==> config.mk <==
export PLATFORM = sky130hd
export DESIGN_NAME = puf_seq_ctrl
export DESIGN_NICKNAME = d
export VERILOG_FILES = /design/src/rtl/puf_pkg.sv /design/src/rtl/puf_timer.sv /design/src/rtl/puf_seq_ctrl.sv
export SDC_FILE = /design/constraint.sdc
export NUM_CORES = 1
export LEC_CHECK = 0
export ABC_AREA = 1
export CAP_MARGIN = 40
export CORE_ASPECT_RATIO = 0.6
export CORE_UTILIZATION = 39
export DETAILED_ROUTE_END_ITERATION = 8
export SLEW_MARGIN = 20
export SYNTH_ARGS = -nofsm -noshare
export SYNTH_HDL_FRONTEND = slang
export SYNTH_SLANG_ARGS = --single-unit
==> constraint.sdc <==
create_clock -name clk_i -period 4.9 [get_ports clk_i]
set_input_delay 0.735 -clock clk_i [delete_from_list [all_inputs] [get_ports clk_i]]
set_output_delay 0.735 -clock clk_i [all_outputs]
set_load 0.005 [all_outputs]
==> src/rtl/puf_pkg.sv <==
// Shared types and defaults for the PUF response sequencing controller.
package puf_pkg;

    typedef enum logic [2:0] {
        IDLE,
        ARM,
        RUN,
        NEXT,
        DONE
    } state_e;

    localparam int unsigned CHALL_W     = 8;
    localparam int unsigned N_BITS_DEF  = 8;
    localparam int unsigned TIMEOUT_DEF = 1023;

endpackage

==> src/rtl/puf_timer.sv <==
// Per-bit RUN cycle counter for the PUF controller; saturates instead of wrapping.
module puf_timer (
    input  logic        clk_i,
    input  logic        rst_i,
    input  logic        clear_i,
    input  logic        inc_i,
    input  logic [15:0] limit_i,
    output logic        expired_o
);

    logic [15:0] cnt_q, cnt_d;
    logic [16:0] cnt_next;

    assign cnt_next  = {1'b0, cnt_q} + 17'd1;
    // Fires on the cycle whose increment brings the count up to the limit.
    assign expired_o = inc_i && (cnt_next >= {1'b0, limit_i});

    always_comb begin
        cnt_d = cnt_q;
        if (clear_i) begin
            cnt_d = '0;
        end else if (inc_i && (cnt_q != 16'hFFFF)) begin
            cnt_d = cnt_next[15:0];
        end
    end

    always_ff @(posedge clk_i) begin
        if (rst_i) begin
            cnt_q <= '0;
        end else begin
            cnt_q <= cnt_d;
        end
    end

endmodule

==> src/rtl/puf_seq_ctrl.sv <==
// Sequences a PUF bit cell through N_BITS challenges and collects the responses
// into a word, flagging any bit that failed to resolve within TIMEOUT cycles.
module puf_seq_ctrl
    import puf_pkg::*;
#(
    parameter int unsigned N_BITS  = N_BITS_DEF,
    parameter int unsigned TIMEOUT = TIMEOUT_DEF
) (
    input  logic               clk_i,
    input  logic               rst_i,
    input  logic               start_i,
    input  logic [CHALL_W-1:0] seed_i,
    input  logic               bit_resp_i,
    input  logic               bit_finish_i,
    output logic               bit_en_o,
    output logic               bit_rst_o,
    output logic [CHALL_W-1:0] chall_o,
    output logic               busy_o,
    output logic               done_o,
    output logic [N_BITS-1:0]  resp_word_o,
    output logic               timeout_err_o
);

    localparam int unsigned IDX_W = 5;

    state_e             state_q, state_d;
    logic [CHALL_W-1:0] seed_q, seed_d;
    logic [IDX_W-1:0]   idx_q, idx_d;
    logic [N_BITS-1:0]  shift_q, shift_d;
    logic [N_BITS-1:0]  resp_q, resp_d;
    logic [CHALL_W-1:0] chall_q, chall_d;
    logic               err_q, err_d;
    logic               bit_en_q, bit_en_d;
    logic               bit_rst_q, bit_rst_d;
    logic               busy_q, busy_d;
    logic               done_q, done_d;
    logic               tmr_expired;

    // Counter is held clear outside RUN so every RUN phase starts from zero.
    puf_timer u_timer (
        .clk_i     (clk_i),
        .rst_i     (rst_i),
        .clear_i   (state_q != RUN),
        .inc_i     (state_q == RUN),
        .limit_i   (16'(TIMEOUT)),
        .expired_o (tmr_expired)
    );

    always_comb begin
        state_d = state_q;
        seed_d  = seed_q;
        idx_d   = idx_q;
        shift_d = shift_q;
        err_d   = err_q;

        unique case (state_q)
            IDLE: begin
                if (start_i) begin
                    seed_d  = seed_i;
                    idx_d   = '0;
                    shift_d = '0;
                    err_d   = 1'b0;
                    state_d = ARM;
                end
            end
            ARM: state_d = RUN;
            RUN: begin
                // A real result beats a simultaneous timeout.
                if (bit_finish_i) begin
                    shift_d = N_BITS'({shift_q, bit_resp_i});
                    state_d = NEXT;
                end else if (tmr_expired) begin
                    shift_d = N_BITS'({shift_q, 1'b0});
                    err_d   = 1'b1;
                    state_d = NEXT;
                end
            end
            NEXT: begin
                idx_d   = idx_q + IDX_W'(1);
                state_d = (idx_q == IDX_W'(N_BITS - 1)) ? DONE : ARM;
            end
            DONE:    state_d = IDLE;
            default: state_d = IDLE;
        endcase

        // Outputs are decoded from the next state so they register in step with it.
        resp_d    = (state_d == DONE) ? shift_q : resp_q;
        chall_d   = (state_d == ARM) ? (seed_d + CHALL_W'(idx_d)) : chall_q;
        bit_en_d  = (state_d == RUN);
        bit_rst_d = (state_d == IDLE) || (state_d == ARM) || (state_d == DONE);
        busy_d    = (state_d != IDLE);
        done_d    = (state_d == DONE);
    end

    always_ff @(posedge clk_i) begin
        if (rst_i) begin
            state_q   <= IDLE;
            seed_q    <= '0;
            idx_q     <= '0;
            shift_q   <= '0;
            resp_q    <= '0;
            chall_q   <= '0;
            err_q     <= 1'b0;
            bit_en_q  <= 1'b0;
            bit_rst_q <= 1'b1;
            busy_q    <= 1'b0;
            done_q    <= 1'b0;
        end else begin
            state_q   <= state_d;
            seed_q    <= seed_d;
            idx_q     <= idx_d;
            shift_q   <= shift_d;
            resp_q    <= resp_d;
            chall_q   <= chall_d;
            err_q     <= err_d;
            bit_en_q  <= bit_en_d;
            bit_rst_q <= bit_rst_d;
            busy_q    <= busy_d;
            done_q    <= done_d;
        end
    end

    assign bit_en_o      = bit_en_q;
    assign bit_rst_o     = bit_rst_q;
    assign chall_o       = chall_q;
    assign busy_o        = busy_q;
    assign done_o        = done_q;
    assign resp_word_o   = resp_q;
    assign timeout_err_o = err_q;

endmodule

After elaboration in Yosys (flattened, before gate mapping)
Index checks and enable logic that the tools add are counted.
- bits in registers: 61
- logic and storage cells: 57
- output and inout port bits: 21
- reductions and logical operators: 11
- eq/ne operators: 13
- order comparisons: 1
- add/subtract/negate cells: 3
- muxes and demuxes: 17
- operator list (kind ; count):
    2-to-1 mux 8 bit ; 5
    adder 16 x 1 -> 17 bit, second input constant ; 1
    >= comparator 17 x 10 -> 1 bit, second input constant ; 1
    != test 16 bit, second input constant ; 1
    case mux 8 bit (2 select lines) ; 1
    2-to-1 mux 3 bit ; 4
    case mux 3 bit (4 select lines) ; 1
    case mux 5 bit (2 select lines) ; 1
    == test 3 x 2 -> 1 bit, second input constant ; 3
    adder 8 x 5 -> 8 bit ; 1
    == test 3 x 1 -> 1 bit, second input constant ; 2
    zero test 3 bit ; 2
    != test 2 bit, second input constant ; 3
    adder 5 x 1 -> 5 bit, second input constant ; 1
    == test 5 x 3 -> 1 bit, second input constant ; 1
    2-to-1 mux 5 bit ; 1
    AND reduction 4 bit ; 1
    == test 3 bit, second input constant ; 1
    2-to-1 mux 1 bit ; 3
    != test 3 x 2 -> 1 bit, second input constant ; 1
    != test 3 bit, second input constant ; 1
    AND reduction 3 bit ; 1
    nonzero test 3 bit ; 1
    logical AND 1 bit ; 2
    4 further kinds ; 5

Depth between registers and ports, before layout
Gate-level depths: netlist (run 1).
- depth after elaboration: 9
- mapped depth: 17
- mapped depth without buffers: 17

Modules after synthesis
From an unflattened synthesis (run 1), not the netlist that was laid out.
- cells, all modules: 519
- area total of the unflattened synthesis: 3520.9 µm²
- modules (own cells, without submodules) (module ; area an instance (µm²) ; instances ; sequential area each (µm²) ; cells each):
    puf_seq_ctrl ; 2024.4 ; 1 ; 900.9 ; 279
    puf_timer ; 1496.4 ; 1 ; 320.3 ; 240

Least setup slack after synthesis (run 1)
No wires, ideal clock.
- path type: input to register
- start: in start_i
- end: reg chall_q[6], in the netlist chall_o[6]
- setup slack: 2.124 ns
- arrival time: 2.660 ns
- stages: 13
- path buffers: 1
- library setup time: 0.116 ns
- cells stage by stage: nand2_2 inv_1 clkbuf_1 a21oi_1 ha_1 fa_1 nand3_1 a21oi_1 o21ai_0 xor2_1 nand2_1 o211ai_1 inv_1
- cells in the longest elaborated chain, start to end: 3
- elaborated cells on any way between the ends: 8
- classes of those cells: add/sub (1); eq/ne (1); mux (6)
- RTL lines (element ; RTL line ; text):
    start, declared ; puf_seq_ctrl.sv:11 ; input logic start_i,
    2-to-1 mux 8 bit ; puf_seq_ctrl.sv:58 ; if (start_i) begin
    2-to-1 mux 8 bit ; puf_seq_ctrl.sv:56 ; unique case (state_q)
    named net seed_d[0] ; puf_seq_ctrl.sv:27 ; logic [CHALL_W-1:0] seed_q, seed_d;
    adder 8 x 5 -> 8 bit ; puf_seq_ctrl.sv:88 ; chall_d = (state_d == ARM) ? (seed_d + CHALL_W'(idx_d)) : chall_q;
    end signal, assigned ; puf_seq_ctrl.sv:114 ; chall_q <= chall_d;
    end, declared ; puf_seq_ctrl.sv:31 ; logic [CHALL_W-1:0] chall_q, chall_d;
The timed path passes the listed nets, and every way through them passes these cells.
A chain may end at the register's enable or synchronous reset.

Worst setup path in the final report (run 1)
Ends and elaborated chain as after synthesis.

==> results.json, run 1 <==
{
  "synth_cells": 431,
  "antenna_left": 0,
  "endpoint": "chall_o[6]",
  "synthMuxAreaShare_pct": 0.3244,
  "cp_max_fo": 15,
  "ios": 34,
  "track_usage_pct": 18.37,
  "antenna_cells": 0,
  "fillers": 803,
  "timing_hold_violations_final": 0,
  "status": "complete, no violations",
  "synth_fa_ha_area_share_pct": 4.298,
  "yosys_warnings": 0,
  "rsz0062_at_grt": "false",
  "powerDensity_mw_per_mm2": 377.7,
  "synth_edf_count": 0,
  "syn_area_mm2": 0.003085,
  "drc_errors": 0,
  "die_h_um": 70.90,
  "ys_seq_area_share_pct": 39.58,
  "die_x_um": 116.8,
  "setup.worst_path.end_class": "register",
  "die_area_mm2": 0.008283,
  "coreArea_mm2": 0.007447,
  "seq_area_mm2": 0.001221,
  "synth_top_family_by_area": "simple AND/OR/NAND/NOR gates",
  "max_freq_mhz": 307.3,
  "slowest_stage": "clkdlybuf4s50_1",
  "final-setup-viol-count": 0,
  "vias_per_cell": 4.774,
  "r2r-start": "state_q[1]",
  "numCtsBuffers": 9,
  "r2r_slack_ps": 1870,
  "clock_path_buffers": 2,
  "slew_viol_final": 0,
  "path_clk_slew_ps": 50,
  "synth_area_leaders": "dfxtp_1 (40%), nand2_1 (12%), inv_1 (7.4%)",
  "post-route-min-period_ps": 3254,
  "worstSetupStartpoint": "start_i",
  "final.setup.tns_ps": 0,
  "dp.cells": 560,
  "syn_avg_cell_area_um2": 7.159,
  "leakagePower_nw": 1.742,
  "drive_gt1_share_pct": 11.02,
  "nets": 490,
  "cts_resized": 0,
  "synthToLayoutAreaGrowth_pct": 23.52,
  "avgRoutedWirePerCell_um": 11.80,
  "grt-ovfl-total": 0,
  "synth_cell_type_count": 37,
  "first_iter_violations": 95,
  "yosys.area_share.simple_pct": 31.51,
  "whs_ps": 447.1,
  "initial_core_util_pct": 41.43,
  "fin_cells": 576,
  "path_cells": "clkdlybuf4s50_1, nand2_2, inv_1, or2_2, inv_1, a21oi_1, ha_1, fa_1, nand3_1, a21oi_1, o21ai_0, xor2_1, nand2_1, o211ai_1, inv_1",
  "worstMarginPinSlew_ps": 662.8,
  "antenna_found_initial": 0,
  "synth.largest_area_cell": "dfxtp_1",
  "slew_headroom_pct": 55.48,
  "via_count": 2750,
  "cts_tree": "built",
  "grt_max_degree": 19,
  "synth-compound-area-share_pct": 13.22,
  "peakVddDrop_mv": 0.1393,
  "portBuffers": 33,
  "worst-setup-path-type": "primary input to register",
  "post_cts_buffers": 0,
  "dpl.hpwl_um": 5040,
  "synth_flop_cell": "dfxtp_1",
  "finalCritPeriodShare_pct": 66.40,
  "synth-async-reset-ratio_pct": 0,
  "critPathRequiredTime_ps": 5120,
  "crit_top_cell": "inv_1",
  "totalWireLength_um": 6795,
  "cp_slowest_stage_delay_ps": 430,
  "ctsHoldBuffers": 0,
  "syn_nets": 454,
  "ys_ff_latch": 61,
  "arrival_ps": 3470,
  "dr.pass1.iters": 4,
  "grt_first_pass_wirelength_um": 11560,
  "clock_latency_ps": 320,
  "ff2ff_path_depth": 17,
  "root_buffer": "clkbuf_16",
  "rows": 24,
  "clock_sinks": 61,
  "h-tree-depth": 3,
  "synth_top_area_share_pct": 39.58,
  "grt_pass1_vias": 2444,
  "startpoint_type": "primary input",
  "synth_xor_area_share_pct": 1.987,
  "layout_common_cells": "nand2_1 (100), inv_1 (61), dfxtp_1 (61)",
  "mostFrequentLayoutCell": "nand2_1",
  "place.gp.congestion": 0.8176,
  "finClkSkew_ps": 4.540,
  "drv_cap": 0,
  "multi_input_area_mm2": 0.001584,
  "r2r_end": "chall_o[7]",
  "hold_path.class": "register to register"
}
==> cell type report <==
type	count	area share, %
multi-input combinational	297	41.56
sequential	61	32.04
timing repair buffer	35	9.061
clock buffer	11	6.369
inverter	63	6.238
tap	104	3.414
clock inverter	5	1.313
==> where the power goes <==
group	total [W]	switching (W)	internal [W]	leakage [nW]
clock network	0.000616	0.000213	0.000403	0.149
logic	0.000256	0.000150	0.000106	1.09
registers	0.000567	0.0000250	0.000542	0.498
==> synth_stat cells, types with 3 or more instances <==
| master | number |
|---|---|
| nor3_1 | 4 |
| inv_1 | 61 |
| xnor2_1 | 5 |
| nor2_1 | 40 |
| clkbuf_1 | 8 |
| a21oi_1 | 30 |
| dfxtp_1 | 61 |
| a211oi_1 | 6 |
| nand3_2 | 4 |
| o211ai_1 | 3 |
| nand2_4 | 4 |
| a31oi_1 | 7 |
| nand4_1 | 5 |
| o21ai_0 | 18 |
| ha_1 | 9 |
| nor2_2 | 8 |
| nand2_2 | 7 |
| nand2_1 | 100 |
| nand3_1 | 25 |
| or2_2 | 5 |
==> critical path: cells and delay by family <==
| family | cells | cell delay, ps |
|---|---|---|
| xor gates and xnor gates | 1 | 160 |
| and+or+nand+nor | 4 | 670 |
| AOI/OAI and AO/OA | 4 | 440 |
| adders and majority gates | 2 | 670 |
| buffers and inverters | 4 | 770 |
==> stage by stage <==
stage | utilization, % | setup WS (ps) | cell area (µm²) | total power, W
global placement | 47.24 | 1378 | 3518 | 0.0008288
detailed placement | 47.24 | 1296 | 3518 | 0.0008329
CTS | 51.18 | 1647 | 3811 | 0.001459
finish | 51.18 | 1646 | 3811 | 0.001439
global route | 51.18 | 1362 | 3811 | 0.001520
floorplan | - | 2124 | 3085 | 0.0007490
==> worst min path at each step <==
stage                        from             end  cells after the start
floorplan              shift_q[7]  resp_word_o[7]                      2
global placement    timeout_err_o   timeout_err_o                      2
detailed placement  timeout_err_o   timeout_err_o                      2
CTS                 timeout_err_o   timeout_err_o                      2
global route        timeout_err_o   timeout_err_o                      2
finish              timeout_err_o   timeout_err_o                      2
==> routing by layer <==
layer / global-route usage (%) / part of all wire, % / routed length [µm] / vias to the layer above
met1: 26.96 / 55 / 3737 / 1240
li1: - / - / - / 1454
met4: 5.907 / 0.62 / 42 / 0
met2: 24.65 / 39 / 2631 / 52
met5: 0 / 0 / 0 / -
met3: 6.598 / 5.7 / 384 / 4
==> flip-flops by register name, summed over array words and instances (netlist names) <==
signal and flops:
state_q 3, seed_q 8, busy_o 1, shift_q 8, resp_word_o 8, bit_en_o 1
idx_q 5, timeout_err_o 1, done_o 1, chall_o 8, bit_rst_o 1, u_timer.cnt_q 16
==> logic make-up (layout without fill, tap and decap cells) <==
| kind of cell | after synthesis | in the layout |
|---|---|---|
| xor gates and xnor gates | 7 | 7 |
| DFF | 61 | 61 |
| adders and majority gates | 10 | 10 |
| and+or+nand+nor | 209 | 209 |
| buffers and inverters | 73 | 114 |
| muxes | 1 | 1 |
| AOI/OAI and AO/OA | 70 | 70 |
Power figures use the tool's default switching activity.
==> run 2, diff against run 1 <==
==> constraint.sdc (replaced) <==
create_clock -name clk_i -period 2.8 [get_ports clk_i]
set_input_delay 0.42 -clock clk_i [delete_from_list [all_inputs] [get_ports clk_i]]
set_output_delay 0.42 -clock clk_i [all_outputs]
set_load 0.005 [all_outputs]
==> run 2 against run 1 <==
Against the previous run:
- global-route usage is 1.6 points higher
- clock skew up 3.1 ps
- sequential share of layout area shrank 1.7 points
- critical path depth grew 2
- critical path type is now register to register
- first-iteration DRC count is 68% higher
- critical endpoint is now chall_o[7]
- largest power group unchanged
- setup slack worse by 1500 ps
- utilization rose by 2.9 points
- register-to-register slack got worse by 1700 ps
- wire length rose by 9.7%
==> results.json, run 2 (synthesis gave the netlist of run 1 again) <==
{
  "placed_area_mm2": 0.003638,
  "cp_max_fo": 10,
  "met3_length_um": 495,
  "path_buf_inv": 4,
  "die_x_um": 116.8,
  "grt-ovfl-total": 0,
  "peakVddDrop_mv": 0.5007,
  "initial_core_util_pct": 41.43,
  "h-tree-depth": 3,
  "cp_slowest_stage_delay_ps": 330,
  "die_area_mm2": 0.008283,
  "post-route-min-period_ps": 2648,
  "final-setup-viol-count": 0,
  "clock_latency_ps": 330,
  "setup.worst_path.end_class": "register",
  "routed-wl-met2_um": 2982,
  "ios": 34,
  "portBuffers": 33,
  "startpoint_type": "register",
  "rsz0062_at_grt": "true",
  "drive_gt1_share_pct": 15.99,
  "grt_pass1_vias": 2626,
  "fin_ws_ps": 152.2,
  "via_count": 2854,
  "track_usage_pct": 19.98,
  "cts_tree": "built",
  "pre_cts_slack_ps": -165.6,
  "vias_per_cell": 4.773,
  "wl_met1_um": 3895,
  "grt_max_degree": 27,
  "place.gp.congestion": 0.8152,
  "top_register": "u_timer.cnt_q",
  "slew_viol_final": 0,
  "slew_headroom_pct": 63.80,
  "path_clk_slew_ps": 50,
  "max_freq_mhz": 377.7,
  "clock_sinks": 61,
  "finClkSkew_ps": 7.638,
  "worst-setup-path-type": "register to register",
  "nets": 512,
  "fin_cells": 598,
  "highest_layer": "met4",
  "mostFrequentLayoutCell": "nand2_1",
  "powerDensity_mw_per_mm2": 667.1,
  "hold_path.class": "register to register",
  "avgRoutedWirePerCell_um": 12.46,
  "worstMarginPinSlew_ps": 542.4,
  "totalWireLength_um": 7451,
  "antenna_left": 0,
  "layout_common_cells": "nand2_1 (99), inv_1 (61), dfxtp_1 (61)",
  "antenna_cells": 0,
  "synthToLayoutAreaGrowth_pct": 30.41,
  "grt_first_pass_wirelength_um": 12450,
  "dr.pass1.iters": 4,
  "dp.cells": 576,
  "first_iter_violations": 160,
  "root_buffer": "clkbuf_16",
  "clock_path_buffers": 2,
  "numCtsBuffers": 9,
  "coreArea_mm2": 0.007447,
  "slowest_stage": "dfxtp_1",
  "antenna_found_initial": 0,
  "rows": 24,
  "leakagePower_nw": 1.860,
  "largest_reg_flops": 16,
  "finalCritPeriodShare_pct": 94.56,
  "dpl.hpwl_um": 5444,
  "crit_family": "simple AND/OR/NAND/NOR gates",
  "path_cells": "or2_4, nor2_4, nand2_2, inv_1, buf_4, buf_8, a21oi_1, ha_1, nand3_1, nand2_2, a21oi_2, o21bai_1, nand3_1, xnor2_1, nand2_1, o211ai_1, inv_1",
  "timing_hold_violations_final": 0,
  "drc_errors": 0,
  "critPathRequiredTime_ps": 3020,
  "drv_cap": 0,
  "arrival_ps": 2860,
  "die_h_um": 70.90,
  "stdcell_area_mm2": 0.004024,
  "status": "complete, no violations"
}
[run 2: changes by cell type in the layout (fill, tap and decap cells not counted), sizes merged]
cell      previous run  this run
clkinvlp             0         2
clkbuf              11         9
bufinv               1         2
buf                  2        24
clkinv               5         4
[run 2: cell type report]
class / instances / area [µm²]
clock buffer: 9 / 225.2
tap: 104 / 130.1
sequential: 61 / 1221
clock inverter: 7 / 90.09
inverter: 63 / 237.7
fill: 741 / 3423
multi-input combinational: 297 / 1602
timing repair buffer: 57 / 518.0
[run 2: worst paths after layout]
kind / start / to / slack (ps) / cells past startpoint
worst max-delay path: state_q[1] / chall_o[7] / 150 / 17
worst max register to register: state_q[1] / chall_o[7] / 150 / 17
worst min register to register: timeout_err_o / timeout_err_o / 440 / 2
worst min-delay path: timeout_err_o / timeout_err_o / 440 / 2
[run 2: per-stage QoR]
| step | utilization (%) | total power (W) | hold slack (ps) | TNS (ps) |
|---|---|---|---|---|
| global placement | 48.86 | 0.001498 | 435.2 | -132.9 |
| finish | 54.03 | 0.002684 | 443.6 | 0 |
| global route | 54.03 | 0.002813 | 465.2 | -137.4 |
| floorplan | - | 0.001311 | 429.9 | 0 |
| detailed placement | 48.86 | 0.001507 | 437.1 | -302.0 |
| CTS | 53.09 | 0.002673 | 444.8 | 0 |
[run 2: timing repair]
action                                  4_1_cts  5_1_grt
endpoints found under the setup margin        0        3
setup buffers                                 0        6
resized for setup                             0        8
hold buffers                                  0        0
[run 2: worst register-to-register path, stage by stage, from the launching register on]
cell and delay (ps):
dfxtp_1 330, or2_4 270, nor2_4 170, nand2_2 70
inv_1 70, buf_4 140, buf_8 130, a21oi_1 70
ha_1 320, nand3_1 100, nand2_2 80, a21oi_2 50
o21bai_1 190, nand3_1 120, xnor2_1 200, nand2_1 70
o211ai_1 100, inv_1 60
[run 2: where the power goes]
part	total [W]	switching [W]	internal [W]
registers	0.000992	0.0000445	0.000948
clock network	0.00116	0.000389	0.000772
logic	0.000531	0.000288	0.000243
total	0.00268	0.000721	0.00196
[run 2: routing by layer]
layer | vias to the layer above | GRT usage (%)
met2 | 67 | 27.68
met1 | 1282 | 29.58
met4 | 0 | 5.485
met3 | 8 | 6.170
li1 | 1497 | -
met5 | - | 0
==> RTL edit 1, RTL diff (config.mk and constraints of run 1) <==
The 5 states of `state_e` get a one-hot encoding in 5 bits.
--- a/src/rtl/puf_pkg.sv
+++ b/src/rtl/puf_pkg.sv
@@ -1,12 +1,12 @@
 // Shared types and defaults for the PUF response sequencing controller.
 package puf_pkg;
 
-    typedef enum logic [2:0] {
-        IDLE,
-        ARM,
-        RUN,
-        NEXT,
-        DONE
+    typedef enum logic [4:0] {
+        IDLE = 5'b00001,
+        ARM  = 5'b00010,
+        RUN  = 5'b00100,
+        NEXT = 5'b01000,
+        DONE = 5'b10000
     } state_e;
 
     localparam int unsigned CHALL_W     = 8;
Check against the original RTL: no difference found for any inputs over 10 cycles, from zero or initial values and one cycle with rst_i high; not proved beyond that.
==> RTL edit 1 against run 1 <==
  * Power is 5.8% lower
  * Sequential cell count increased by 2
  * Design area stayed put
  * Combinational power decreased by 39%
  * Routed wire length up 4.0%
  * First-iteration DRC count up 39%
  * Synthesized area down 1.1%
  * Setup slack worse by 0.019 ns
  * Clock skew is 0.0019 ns higher
  * Non-clock buffer count rose by 1
  * Critical endpoint is now chall_o[7]
  * Largest cell class unchanged
==> RTL edit 1: results (changes against run 1) <==
Layout
  • Multi-input logic area: 0.001498 mm2 (was 0.001584 mm2)
  • Sequential share of cell area: 33.09% (was 32.04%)
  • Share of cells above drive strength 1: 8.493% (was 11.02%)
  • Final nets: 488 (was 490)
  • Multi-input combinational area share: 39.30% (was 41.56%)
  • Repair and plain buffers: 36 (was 35)
  • Multi-In Gates: 289 (was 297)
  • Layout clock area frac: 8.142% (was 7.682%)
  • Non-CTS inverters: 67 (was 63)
  • Data buffer area share: 9.455% (was 9.061%)
  • Area grow syn2layout: 24.94% (was 23.52%)
  • Finished Layout Cells: 575 (was 576)
  • Layout filler cell count: 740 (was 803)
  • Clock buffer cells: 12 (was 11)

GRT
  • First-pass GRT wire length: 12170 um (was 11560 um)
  • Initial antenna violation count: 0 (unchanged)
  • Largest net degree at the start of global routing: 21 (was 19)
  • Met3 GRT Util: 5.208% (was 6.598%)
  • Routing usage on met1: 30.18% (was 26.96%)
  • Met2 usage: 25.79% (was 24.65%)
  • GRT Total Usage: 19.41% (was 18.37%)
  • Vias in the first global route: 2533 (was 2444)

Drt
  • WL final: 7064 um (was 6795 um)
  • Met3 WL: 352 um (was 384 um)
  • Drt initial violations: 132 (was 95)
  • WL met2: 2692 um (was 2631 um)
  • Post-Route M1 WL: 3962 um (was 3737 um)

Critical path
  • Worst Path Max Fanout: 13 (was 15)
  • Slowest stage delay, CP: 0.46 ns (was 0.43 ns)
  • Worst R2R End: chall_o[7] (unchanged)
  • Worst R2R Path Depth: 18 (was 17)
  • Reg-to-Reg Start: state_q[4] (was state_q[1])
  • Arr. time, crit path: 3.48 ns (was 3.47 ns)

Placed design
  • Dpl hpwl: 5132 um (was 5040 um)
  • Number of instances in the placed design: 559 (was 560)
  • Gpl congestion: 0.8355 (was 0.8176)
  • Placed cell area: 0.003501 mm2 (was 0.003518 mm2)
  • Pre-CTS setup slack: 1.336 ns (was 1.296 ns)
  • Port bufs: 33 (unchanged)

Pwr
  • Sw frac: 24.09% (was 26.97%)
  • Pleak: 0.001659 uW (was 0.001742 uW)
  • Worst VDD drop: 0.1617 mV (was 0.1393 mV)

Timing
  • Max-slew headroom: 54.31% (was 55.48%)
  • FMAX: 0.3055 GHz (was 0.3073 GHz)
  • Hold Worst Slack: 0.4595 ns (was 0.4471 ns)
  • Clock Skew: 0.006391 ns (was 0.004540 ns)

Yosys
  • Register area share after synthesis: 41.35% (was 39.58%)
  • Yosys reg bits: 63 (was 61)
  • Synthesized net count: 450 (was 454)
  • Synth unique cells: 33 (was 37)
  • Post-synth top cells: nand2_1, dfxtp_1, inv_1, nor2_1, a21oi_1 (unchanged)
  • Top cells by area, synth: dfxtp_1, nand2_1, inv_1, nor2_1, a21oi_1 (was dfxtp_1, nand2_1, inv_1, a21oi_1, nor2_1)
  • Cells after Synth: 428 (was 431)

Run status
  • Status: completed (unchanged)

Worst hold path
  • Worst hold-check path type: flip-flop to flip-flop (unchanged)

CTS
  • Clk Latency, worst-skew pair: 0.32 ns (about the same)
  • Num CTS Buffers: 9 (unchanged)
## RTL edit 1: changes by cell type after synthesis, sizes merged, moves of 4 or more
cell,before,now
nand2,111,97
a21oi,30,35
nor2,50,58
a211oi,6,1
o21ai,20,29
or2,6,1
xor2,2,6
## RTL edit 1: power groups by stage
stage | Clock, uW | Sequential, uW | Combinational [uW]
3_5_place_dp | 0 | 563 | 156
5_1_grt | 682 | 555 | 180
6_report | 647 | 552 | 157
3_3_place_gp | 0 | 562 | 154
4_1_cts | 661 | 552 | 157
2_1_floorplan | 0 | 562 | 98.0
## RTL edit 1: cell families (layout without fill, tap and decap cells)
| kind of cell | after synthesis | in the layout | synth area share, % |
|---|---|---|---|
| flip-flops | 63 | 63 | 41.35 |
| buffers and inverters | 76 | 119 | 9.557 |
| adder cells (fa/ha/maj) | 9 | 9 | 3.938 |
| AO/OA/AOI/OAI | 75 | 75 | 13.29 |
| XOR/XNOR | 10 | 10 | 3.117 |
| AND/OR/NAND/NOR | 195 | 195 | 28.75 |
==> RTL edit 2, RTL diff (config.mk and constraints of run 1) <==
Made on the original files. The package constant `CHALL_W` goes from 8 to 12.
--- a/src/rtl/puf_pkg.sv
+++ b/src/rtl/puf_pkg.sv
@@ -9,7 +9,7 @@
         DONE
     } state_e;
 
-    localparam int unsigned CHALL_W     = 8;
+    localparam int unsigned CHALL_W     = 12;
     localparam int unsigned N_BITS_DEF  = 8;
     localparam int unsigned TIMEOUT_DEF = 1023;
 
Ports: changed (resized chall_o and seed_i); port bits go from 34 to 42. The function was not compared with the original's and may differ.
==> RTL edit 2 against run 1 <==
  * Design area grew 11%
  * Count of clock-buffer cells in the layout shrank 2
  * Sequential cell count grew 8
  * Power grew 14%
  * Routed wire length grew 17%
  * Setup slack lost 0.12 ns
  * Synthesized cell count grew 13%
  * Synthesized area grew 10%
  * Critical endpoint unchanged
  * Largest power group unchanged
==> RTL edit 2: results (changes against run 1) <==
Pwr
  • Pleak: 0.001906 uW (was 0.001742 uW)
  • Worst VDD drop: 0.2119 mV (was 0.1393 mV)

Run status
  • Status: completed (unchanged)

Placed design
  • Number of instances in the placed design: 622 (was 560)
  • Placed cell area: 0.003891 mm2 (was 0.003518 mm2)

GRT
  • GRT Total Usage: 19.38% (was 18.37%)
  • First-pass GRT wire length: 13150 um (was 11560 um)

Yosys
  • Xor and xnor area share after synthesis: 2.580% (was 1.987%)
  • Post-synth top cells: nand2_1, inv_1, dfxtp_1, nor2_1, a21oi_1 (was nand2_1, dfxtp_1, inv_1, nor2_1, a21oi_1)
  • Mean Syn Cell Area: 6.999 um2 (was 7.159 um2)
  • Mux cell area share after synthesis: 0.2949% (was 0.3244%)
  • Register area share after synthesis: 40.69% (was 39.58%)
  • Top cells by area, synth: dfxtp_1, nand2_1, inv_1, nor2_1, a21oi_1 (was dfxtp_1, nand2_1, inv_1, a21oi_1, nor2_1)

Layout
  • Share of cells above drive strength 1: 8.113% (was 11.02%)
  • Final nets: 551 (was 490)

Timing
  • FMAX: 0.2967 GHz (was 0.3073 GHz)
  • Slew @ Worst Pin: 0.7891 ns (was 0.6628 ns)
  • Clock Skew: 0.007881 ns (was 0.004540 ns)

Drt
  • Post-Route M1 WL: 4424 um (was 3737 um)
  • WL met2: 2969 um (was 2631 um)
  • WL final: 7940 um (was 6795 um)
  • Met3 WL: 481 um (was 384 um)

Critical path
  • Worst Path Max Fanout: 16 (was 15)
  • Slowest stage delay, CP: 0.47 ns (was 0.43 ns)

CTS
  • Clk Latency, worst-skew pair: 0.34 ns (was 0.32 ns)
[RTL edit 2: cell types whose count changed after synthesis, moves of 4 or more]
cell	change
nor2_1	+18
nand2_1	+11
inv_1	+10
nand4_1	+10
dfxtp_1	+8
a31oi_1	-5
nand2_2	-5
nor2_2	-5
nand2_4	-4
[RTL edit 2: worst min path at each step]
| stage | start | to | slack (ns) | cells after the start |
|---|---|---|---|---|
| after global placement | shift_q[7] | resp_word_o[7] | 0.45 | 2 |
| final | shift_q[7] | resp_word_o[7] | 0.46 | 2 |
| after CTS | shift_q[7] | resp_word_o[7] | 0.46 | 2 |
| after global routing | shift_q[7] | resp_word_o[7] | 0.50 | 2 |
| after detailed placement | shift_q[7] | resp_word_o[7] | 0.45 | 2 |
| after floorplan | shift_q[7] | resp_word_o[7] | 0.43 | 2 |
[RTL edit 2: worst register-to-register path, cell delays in order, from the launching register on]
cell and delay, ns:
dfxtp_1 0.34, nor2_2 0.15, nand3b_2 0.10, inv_1 0.34, nor2_1 0.17, nand2_1 0.12
nand2_1 0.07, ha_1 0.21, fa_1 0.42, a21oi_1 0.16, o21ai_0 0.13, nand2_1 0.09
nand2_1 0.10, nand2_1 0.09, xor2_1 0.16, nand2_1 0.07, o211ai_1 0.11, inv_1 0.06
[RTL edit 2: area by class of cell]
type	instances	area, um2
Tap cell	108	135.1
Sequential cell	69	1381
Fill cell	800	3950
Clock inverter	7	97.59
Multi-Input combinational cell	326	1664
Inverter	76	285.3
Timing Repair Buffer	43	425.4
Clock buffer	9	225.2
[RTL edit 2: power groups by stage]
stage | clock, uW | sequential, uW | combinational, uW
after floorplan | 0 | 648 | 190
after global placement | 0 | 650 | 291
after detailed placement | 0 | 651 | 293
after CTS | 723 | 639 | 296
after global routing | 748 | 644 | 334
final | 706 | 639 | 296
